[src/rtl/ready_wait_controller.sv]
// READY generator for the 8088: per-cycle-type wait states, masked ready sources,
// sync/async ready capture and a bus-hang timeout with sticky culprit report.
module ready_wait_controller #(
    parameter int unsigned NUM_SOURCES  = 3,
    parameter int unsigned IO_WAITS     = 1,
    parameter int unsigned MEM_WAITS    = 0,
    parameter int unsigned INTA_WAITS   = 1,
    parameter int unsigned TIMEOUT_CLKS = 255
) (
    input  logic                   clock,
    input  logic                   reset_n,
    input  logic                   cpu_clock_posedge,
    input  logic                   cpu_clock_negedge,
    input  logic                   INTA_N,
    input  logic                   IO_OR_M,
    input  logic                   DEN_N,
    input  logic                   IOR_N,
    input  logic                   IOW_N,
    input  logic [NUM_SOURCES-1:0] ready_in,
    input  logic [NUM_SOURCES-1:0] ready_mask,
    input  logic                   async_mode,
    output logic                   RDY,
    output logic                   wait_active,
    output logic                   timeout_pulse,
    output logic [NUM_SOURCES-1:0] timeout_sources
);

    localparam int unsigned WCNT_W = 4;
    localparam int unsigned TCNT_W = 16;

    localparam logic [WCNT_W-1:0] IO_WCNT   = WCNT_W'(IO_WAITS);
    localparam logic [WCNT_W-1:0] MEM_WCNT  = WCNT_W'(MEM_WAITS);
    localparam logic [WCNT_W-1:0] INTA_WCNT = WCNT_W'(INTA_WAITS);
    localparam logic [TCNT_W-1:0] TCNT_LIM  = TCNT_W'(TIMEOUT_CLKS);
    localparam logic [TCNT_W-1:0] TCNT_MAX  = '1;

    typedef enum logic [1:0] {
        ST_IDLE       = 2'd0,
        ST_WAIT_FIXED = 2'd1,
        ST_WAIT_EXT   = 2'd2,
        ST_DONE       = 2'd3
    } state_e;

    typedef enum logic [1:0] {
        CYC_IO   = 2'd0,
        CYC_MEM  = 2'd1,
        CYC_INTA = 2'd2
    } cyc_e;

    state_e                 state_q, state_d;
    cyc_e                   cyc_q, cyc_d;
    logic [WCNT_W-1:0]      wcnt_q, wcnt_d;
    logic [TCNT_W-1:0]      tcnt_q, tcnt_d;
    logic                   s1_q, s1_d;
    logic                   s2_q, s2_d;
    logic                   async_q, async_d;
    logic                   rdy_q, rdy_d;
    logic                   wait_active_q, wait_active_d;
    logic                   timeout_pulse_q, timeout_pulse_d;
    logic [NUM_SOURCES-1:0] timeout_sources_q, timeout_sources_d;

    logic                   comb_ready;
    logic                   bus_idle;
    logic                   rdy_src;
    cyc_e                   cyc_new;
    logic [WCNT_W-1:0]      waits_new;
    logic [TCNT_W-1:0]      tcnt_inc;
    logic [WCNT_W-1:0]      wcnt_dec;

    // Helper terms: combined ready, bus state, classification, saturating counters
    always_comb begin
        comb_ready = &(ready_in | ~ready_mask);
        bus_idle   = INTA_N & DEN_N & IOR_N & IOW_N;
        rdy_src    = async_q ? s2_q : s1_q;
        tcnt_inc   = (tcnt_q == TCNT_MAX) ? tcnt_q : tcnt_q + TCNT_W'(1);
        wcnt_dec   = (wcnt_q == '0) ? wcnt_q : wcnt_q - WCNT_W'(1);

        if (!INTA_N) begin
            cyc_new   = CYC_INTA;
            waits_new = INTA_WCNT;
        end else if (!IOR_N || !IOW_N || (!DEN_N && !IO_OR_M)) begin
            cyc_new   = CYC_IO;
            waits_new = IO_WCNT;
        end else begin
            cyc_new   = CYC_MEM;
            waits_new = MEM_WCNT;
        end
    end

    // Next-state and output logic; the posedge slot is resolved before the RDY update
    always_comb begin
        state_d           = state_q;
        cyc_d             = cyc_q;
        wcnt_d            = wcnt_q;
        tcnt_d            = tcnt_q;
        s1_d              = s1_q;
        s2_d              = s2_q;
        async_d           = async_q;
        rdy_d             = rdy_q;
        timeout_pulse_d   = 1'b0;
        timeout_sources_d = timeout_sources_q;

        if (cpu_clock_posedge) begin
            s1_d = comb_ready;
            s2_d = s1_q;
            if (state_q == ST_IDLE) begin
                async_d = async_mode;
            end

            if (bus_idle) begin
                state_d = ST_IDLE;
            end else begin
                unique case (state_q)
                    ST_IDLE: begin
                        cyc_d  = cyc_new;
                        wcnt_d = waits_new;
                        if (waits_new != '0) begin
                            state_d = ST_WAIT_FIXED;
                        end else if (cyc_new == CYC_INTA) begin
                            state_d = ST_DONE;
                        end else begin
                            state_d = ST_WAIT_EXT;
                        end
                    end
                    ST_WAIT_FIXED: begin
                        wcnt_d = wcnt_dec;
                        if (wcnt_q <= WCNT_W'(1)) begin
                            state_d = (cyc_q == CYC_INTA) ? ST_DONE : ST_WAIT_EXT;
                        end
                    end
                    ST_WAIT_EXT: begin
                        tcnt_d = tcnt_inc;
                        if (rdy_src) begin
                            state_d = ST_DONE;
                        end else if (tcnt_inc >= TCNT_LIM) begin
                            state_d           = ST_DONE;
                            timeout_pulse_d   = 1'b1;
                            timeout_sources_d = ~ready_in & ready_mask;
                        end
                    end
                    ST_DONE: begin
                        state_d = ST_DONE;
                    end
                    default: begin
                        state_d = ST_IDLE;
                    end
                endcase
            end

            if (state_d == ST_IDLE) begin
                tcnt_d = '0;
                wcnt_d = '0;
            end
        end

        // state_d equals state_q when no posedge strobe is present this clock
        if (cpu_clock_negedge) begin
            rdy_d = (state_d == ST_IDLE) || (state_d == ST_DONE);
        end

        wait_active_d = (state_d == ST_WAIT_FIXED) || (state_d == ST_WAIT_EXT);
    end

    always_ff @(posedge clock or negedge reset_n) begin
        if (!reset_n) begin
            state_q           <= ST_IDLE;
            cyc_q             <= CYC_IO;
            wcnt_q            <= '0;
            tcnt_q            <= '0;
            s1_q              <= 1'b1;
            s2_q              <= 1'b1;
            async_q           <= 1'b0;
            rdy_q             <= 1'b1;
            wait_active_q     <= 1'b0;
            timeout_pulse_q   <= 1'b0;
            timeout_sources_q <= '0;
        end else begin
            state_q           <= state_d;
            cyc_q             <= cyc_d;
            wcnt_q            <= wcnt_d;
            tcnt_q            <= tcnt_d;
            s1_q              <= s1_d;
            s2_q              <= s2_d;
            async_q           <= async_d;
            rdy_q             <= rdy_d;
            wait_active_q     <= wait_active_d;
            timeout_pulse_q   <= timeout_pulse_d;
            timeout_sources_q <= timeout_sources_d;
        end
    end

    assign RDY             = rdy_q;
    assign wait_active     = wait_active_q;
    assign timeout_pulse   = timeout_pulse_q;
    assign timeout_sources = timeout_sources_q;

endmodule

[config.mk]
export PLATFORM = sky130hd
export DESIGN_NAME = ready_wait_controller
export DESIGN_NICKNAME = d
export VERILOG_FILES = /design/src/rtl/ready_wait_controller.sv
export SDC_FILE = /design/constraint.sdc
export NUM_CORES = 1
export LEC_CHECK = 0
export CAP_MARGIN = 20
export CELL_PAD_IN_SITES_DETAIL_PLACEMENT = 0
export CELL_PAD_IN_SITES_GLOBAL_PLACEMENT = 2
export CORE_MARGIN = 5
export CORE_UTILIZATION = 37
export CTS_BUF_LIST = sky130_fd_sc_hd__clkbuf_16
export DETAILED_ROUTE_END_ITERATION = 10
export PLACE_DENSITY = 0.85
export RECOVER_POWER = 100
export SYNTH_ARGS = -nofsm -noshare
export SYNTH_HDL_FRONTEND = slang
export SYNTH_SLANG_ARGS = --single-unit
[constraint.sdc]
create_clock -name clock -period 5.1 [get_ports clock]
set_clock_uncertainty 0.1 [all_clocks]
set_input_delay 0.765 -clock clock [delete_from_list [all_inputs] [get_ports clock]]
set_output_delay 0.765 -clock clock [all_outputs]
set_load 0.1 [all_outputs]
==> results.json <==
{
  "power.total_mw": 1.14,
  "vias": 1844,
  "antenna_cells": 0,
  "startpoint_type": "input pin",
  "stdcell_area_sq_mm": 0.00245,
  "area_delta_synth_final_pct": 16.9,
  "rsz0062_at_grt": "false",
  "wl_per_cell_um": 16.1,
  "numPortBuffers": 21,
  "post-cts-setup-buffer-count": 0,
  "mostFrequentLayoutCell": "dfrtp_1",
  "cts-resized-gates": 0,
  "ys_warn_count": 0,
  "netlist.area_leader.share": 0.358,
  "synthCells": 238,
  "synth_nets": 257,
  "clk_pin_slew_ns": 0.06,
  "overflow": 0,
  "peakVddDrop_mv": 0.249,
  "hold_path_class": "flop to flop",
  "power_frac_comb": 0.343,
  "dr.first_iter.drc_count": 161,
  "cts_buffers": 5,
  "cts.sinks": 33,
  "fp.dieH_um": 85.3,
  "cp.required_ns": 5.19,
  "synth_ff_type": "dfrtp_1",
  "clkPwrFrac": 0.299,
  "p_leak_nw": 0.992,
  "final_cell_mix": "dfrtp_1 (30), o21ai_0 (28), nand2_1 (22)",
  "crit_type": "input pin to flop",
  "yosysSeqAreaShare": 0.396,
  "cts_hold_buffers": 0,
  "fin_tns_setup_ns": 0,
  "synth_seq_cells": 33,
  "min_period_ns": 3.05,
  "cts_tree": "yes",
  "synth.largest_area_cell": "dfrtp_1",
  "num_io_pins": 22,
  "synthDistinctLibCells": 51,
  "die_x_um": 85.3,
  "drc": 0,
  "p_per_area_mw_per_mm2": 466,
  "holdPathStages": 1,
  "crit_path_end_kind": "flop",
  "gp_congestion": 0.819,
  "grt_pass1_wl_mm": 8.93,
  "crit_fanout": 15,
  "nets": 268,
  "swShare": 0.388,
  "finalSetupViolCount": 0,
  "internal-power_uw": 700,
  "hpwlAfterDp_mm": 3.67,
  "initial_core_util": 0.381,
  "slew_violations": 34,
  "async_flop_share": 1.00,
  "hold_viol": 0,
  "die-area_sq_mm": 0.00727,
  "fp.coreArea_sq_mm": 0.00551,
  "pwr-share-seq": 0.358,
  "antenna_found_initial": 0,
  "synth_area_per_cell_sq_um": 8.81,
  "violations": "capacitance limit, slew limit",
  "wirelength_mm": 5.19,
  "power_switching_uw": 443,
  "fmax_ghz": 0.327,
  "tightestPinTransition_ns": 1.83,
  "clock_latency_ns": 0.28,
  "status": "complete, but fails checks",
  "vias_per_cell": 5.73,
  "layout-drive-gt1-share": 0.0680,
  "grt_use_total": 0.150,
  "num_rows": 27,
  "dpl-instance-area_sq_mm": 0.00231,
  "grt_pass1_vias": 1837,
  "timing.slew.headroom": -0.222,
  "drv_cap": 1,
  "clock_tree.buffer_depth": 2,
  "grt_max_degree": 34,
  "syn-cell-area_sq_mm": 0.00210,
  "synth_edf_count": 0,
  "arrival_ns": 3.15,
  "synth.area.top_cells": "dfrtp_1 (36%), o21ai_0 (6.2%), nand2_1 (3.9%), dfstp_2 (3.8%), a21oi_1 (3.1%)",
  "root_buffer": "clkbuf_16",
  "postRouteAntennaNets": 0,
  "first_pass_iters": 4,
  "finalCritPeriodShare": 0.599,
  "rr_worst_depth": 7,
  "htree_num_levels": 2
}
-- worst paths after layout --
check / end / from / slack (ns)
worst max register to register: timeout_sources[2] / tcnt_q[0] / 2.25
worst max-delay path: tcnt_q[2] / INTA_N / 2.05
worst min-delay path: timeout_sources[1] / timeout_sources[1] / 0.38
max in group asynchronous: tcnt_q[4] / reset_n / 2.42
min in group asynchronous: timeout_sources[2] / reset_n / 1.42
worst min register to register: timeout_sources[1] / timeout_sources[1] / 0.38
-- flip-flops by register name, indices dropped and copies added, names as in the netlist --
signal / count
timeout_pulse: 1
s2_q: 1
timeout_sources: 3
wait_active: 1
state_q: 2
wcnt_q: 4
RDY: 1
s1_q: 1
cyc_q: 2
tcnt_q: 16
async_q: 1
-- cells by family (layout without fill, tap and decap cells) --
group,Yosys count,in the layout,share of synthesized area
flops,33,33,0.396
fa+ha+maj,3,3,0.0179
compound gates,73,73,0.232
buf+inv,23,35,0.0519
mux,8,8,0.0424
simple gates,95,95,0.248
xor+xnor,3,3,0.0125
-- per-stage QoR --
step                hold WS (ns)  setup slack (ns)  utilization  cells
global route               0.426              1.83        0.445    322
floorplan                  0.369              2.70            -    238
global placement           0.369              1.91        0.420    314
detailed placement         0.374              1.85        0.420    314
finish                     0.376              2.05        0.445    322
CTS                        0.387              2.12        0.451    322
-- Yosys cell counts, types with 2 or more instances --
cell       instances
o2111ai_1          2
nand2b_1           2
dfstp_2            3
nand4_1            9
nand4b_1           2
o21ai_1            2
mux2_2             4
nand3_1            7
and4_1             7
a31oi_1            8
ha_1               3
xnor2_1            2
clkbuf_1           7
nor4b_1            2
nor3_1             6
a21oi_1           13
a41o_1             2
inv_1              5
mux2_1             3
dfrtp_1           30
and3_1             7
nor4_1             3
nor2_1            16
nand2_1           22
a22o_1             2
nor3b_1            2
or3_1              2
o21ai_0           26
o31ai_1            2
o21a_1             3
nor2b_1            6
buf_2              9
-- per-layer routing --
metal	vias to the layer above	wire length [um]	GRT usage
met4	0	85	0.0432
met5	-	0	0
met3	10	250	0.0350
li1	916	-	-
met1	865	2510	0.206
met2	53	2340	0.236
-- final cells by class --
class / count / area, sq um
Clock inverter: 3 / 41.3
Inverter: 5 / 18.8
Sequential cell: 33 / 830
Fill cell: 548 / 3060
Tap cell: 72 / 90.1
Multi-Input combinational cell: 182 / 1130
Clock buffer: 5 / 125
Timing Repair Buffer: 22 / 214
-- worst max-delay path: stages --
cell and delay [ns]:
dlygate4sd3_1 0.59, and4_1 0.54, o21a_1 0.53, nand2_1 0.20, nor2_1 0.27, a21oi_1 0.11
a31oi_1 0.15
-- power by group through the flow --
stage          registers, mW  clock network (mW)  logic [mW]
2_1_floorplan          0.492                   0       0.219
3_3_place_gp           0.414                   0       0.402
3_5_place_dp           0.413                   0       0.403
4_1_cts                0.410               0.350       0.405
5_1_grt                0.425               0.359       0.430
6_report               0.409               0.342       0.392
Power figures use the tool's default switching activity.
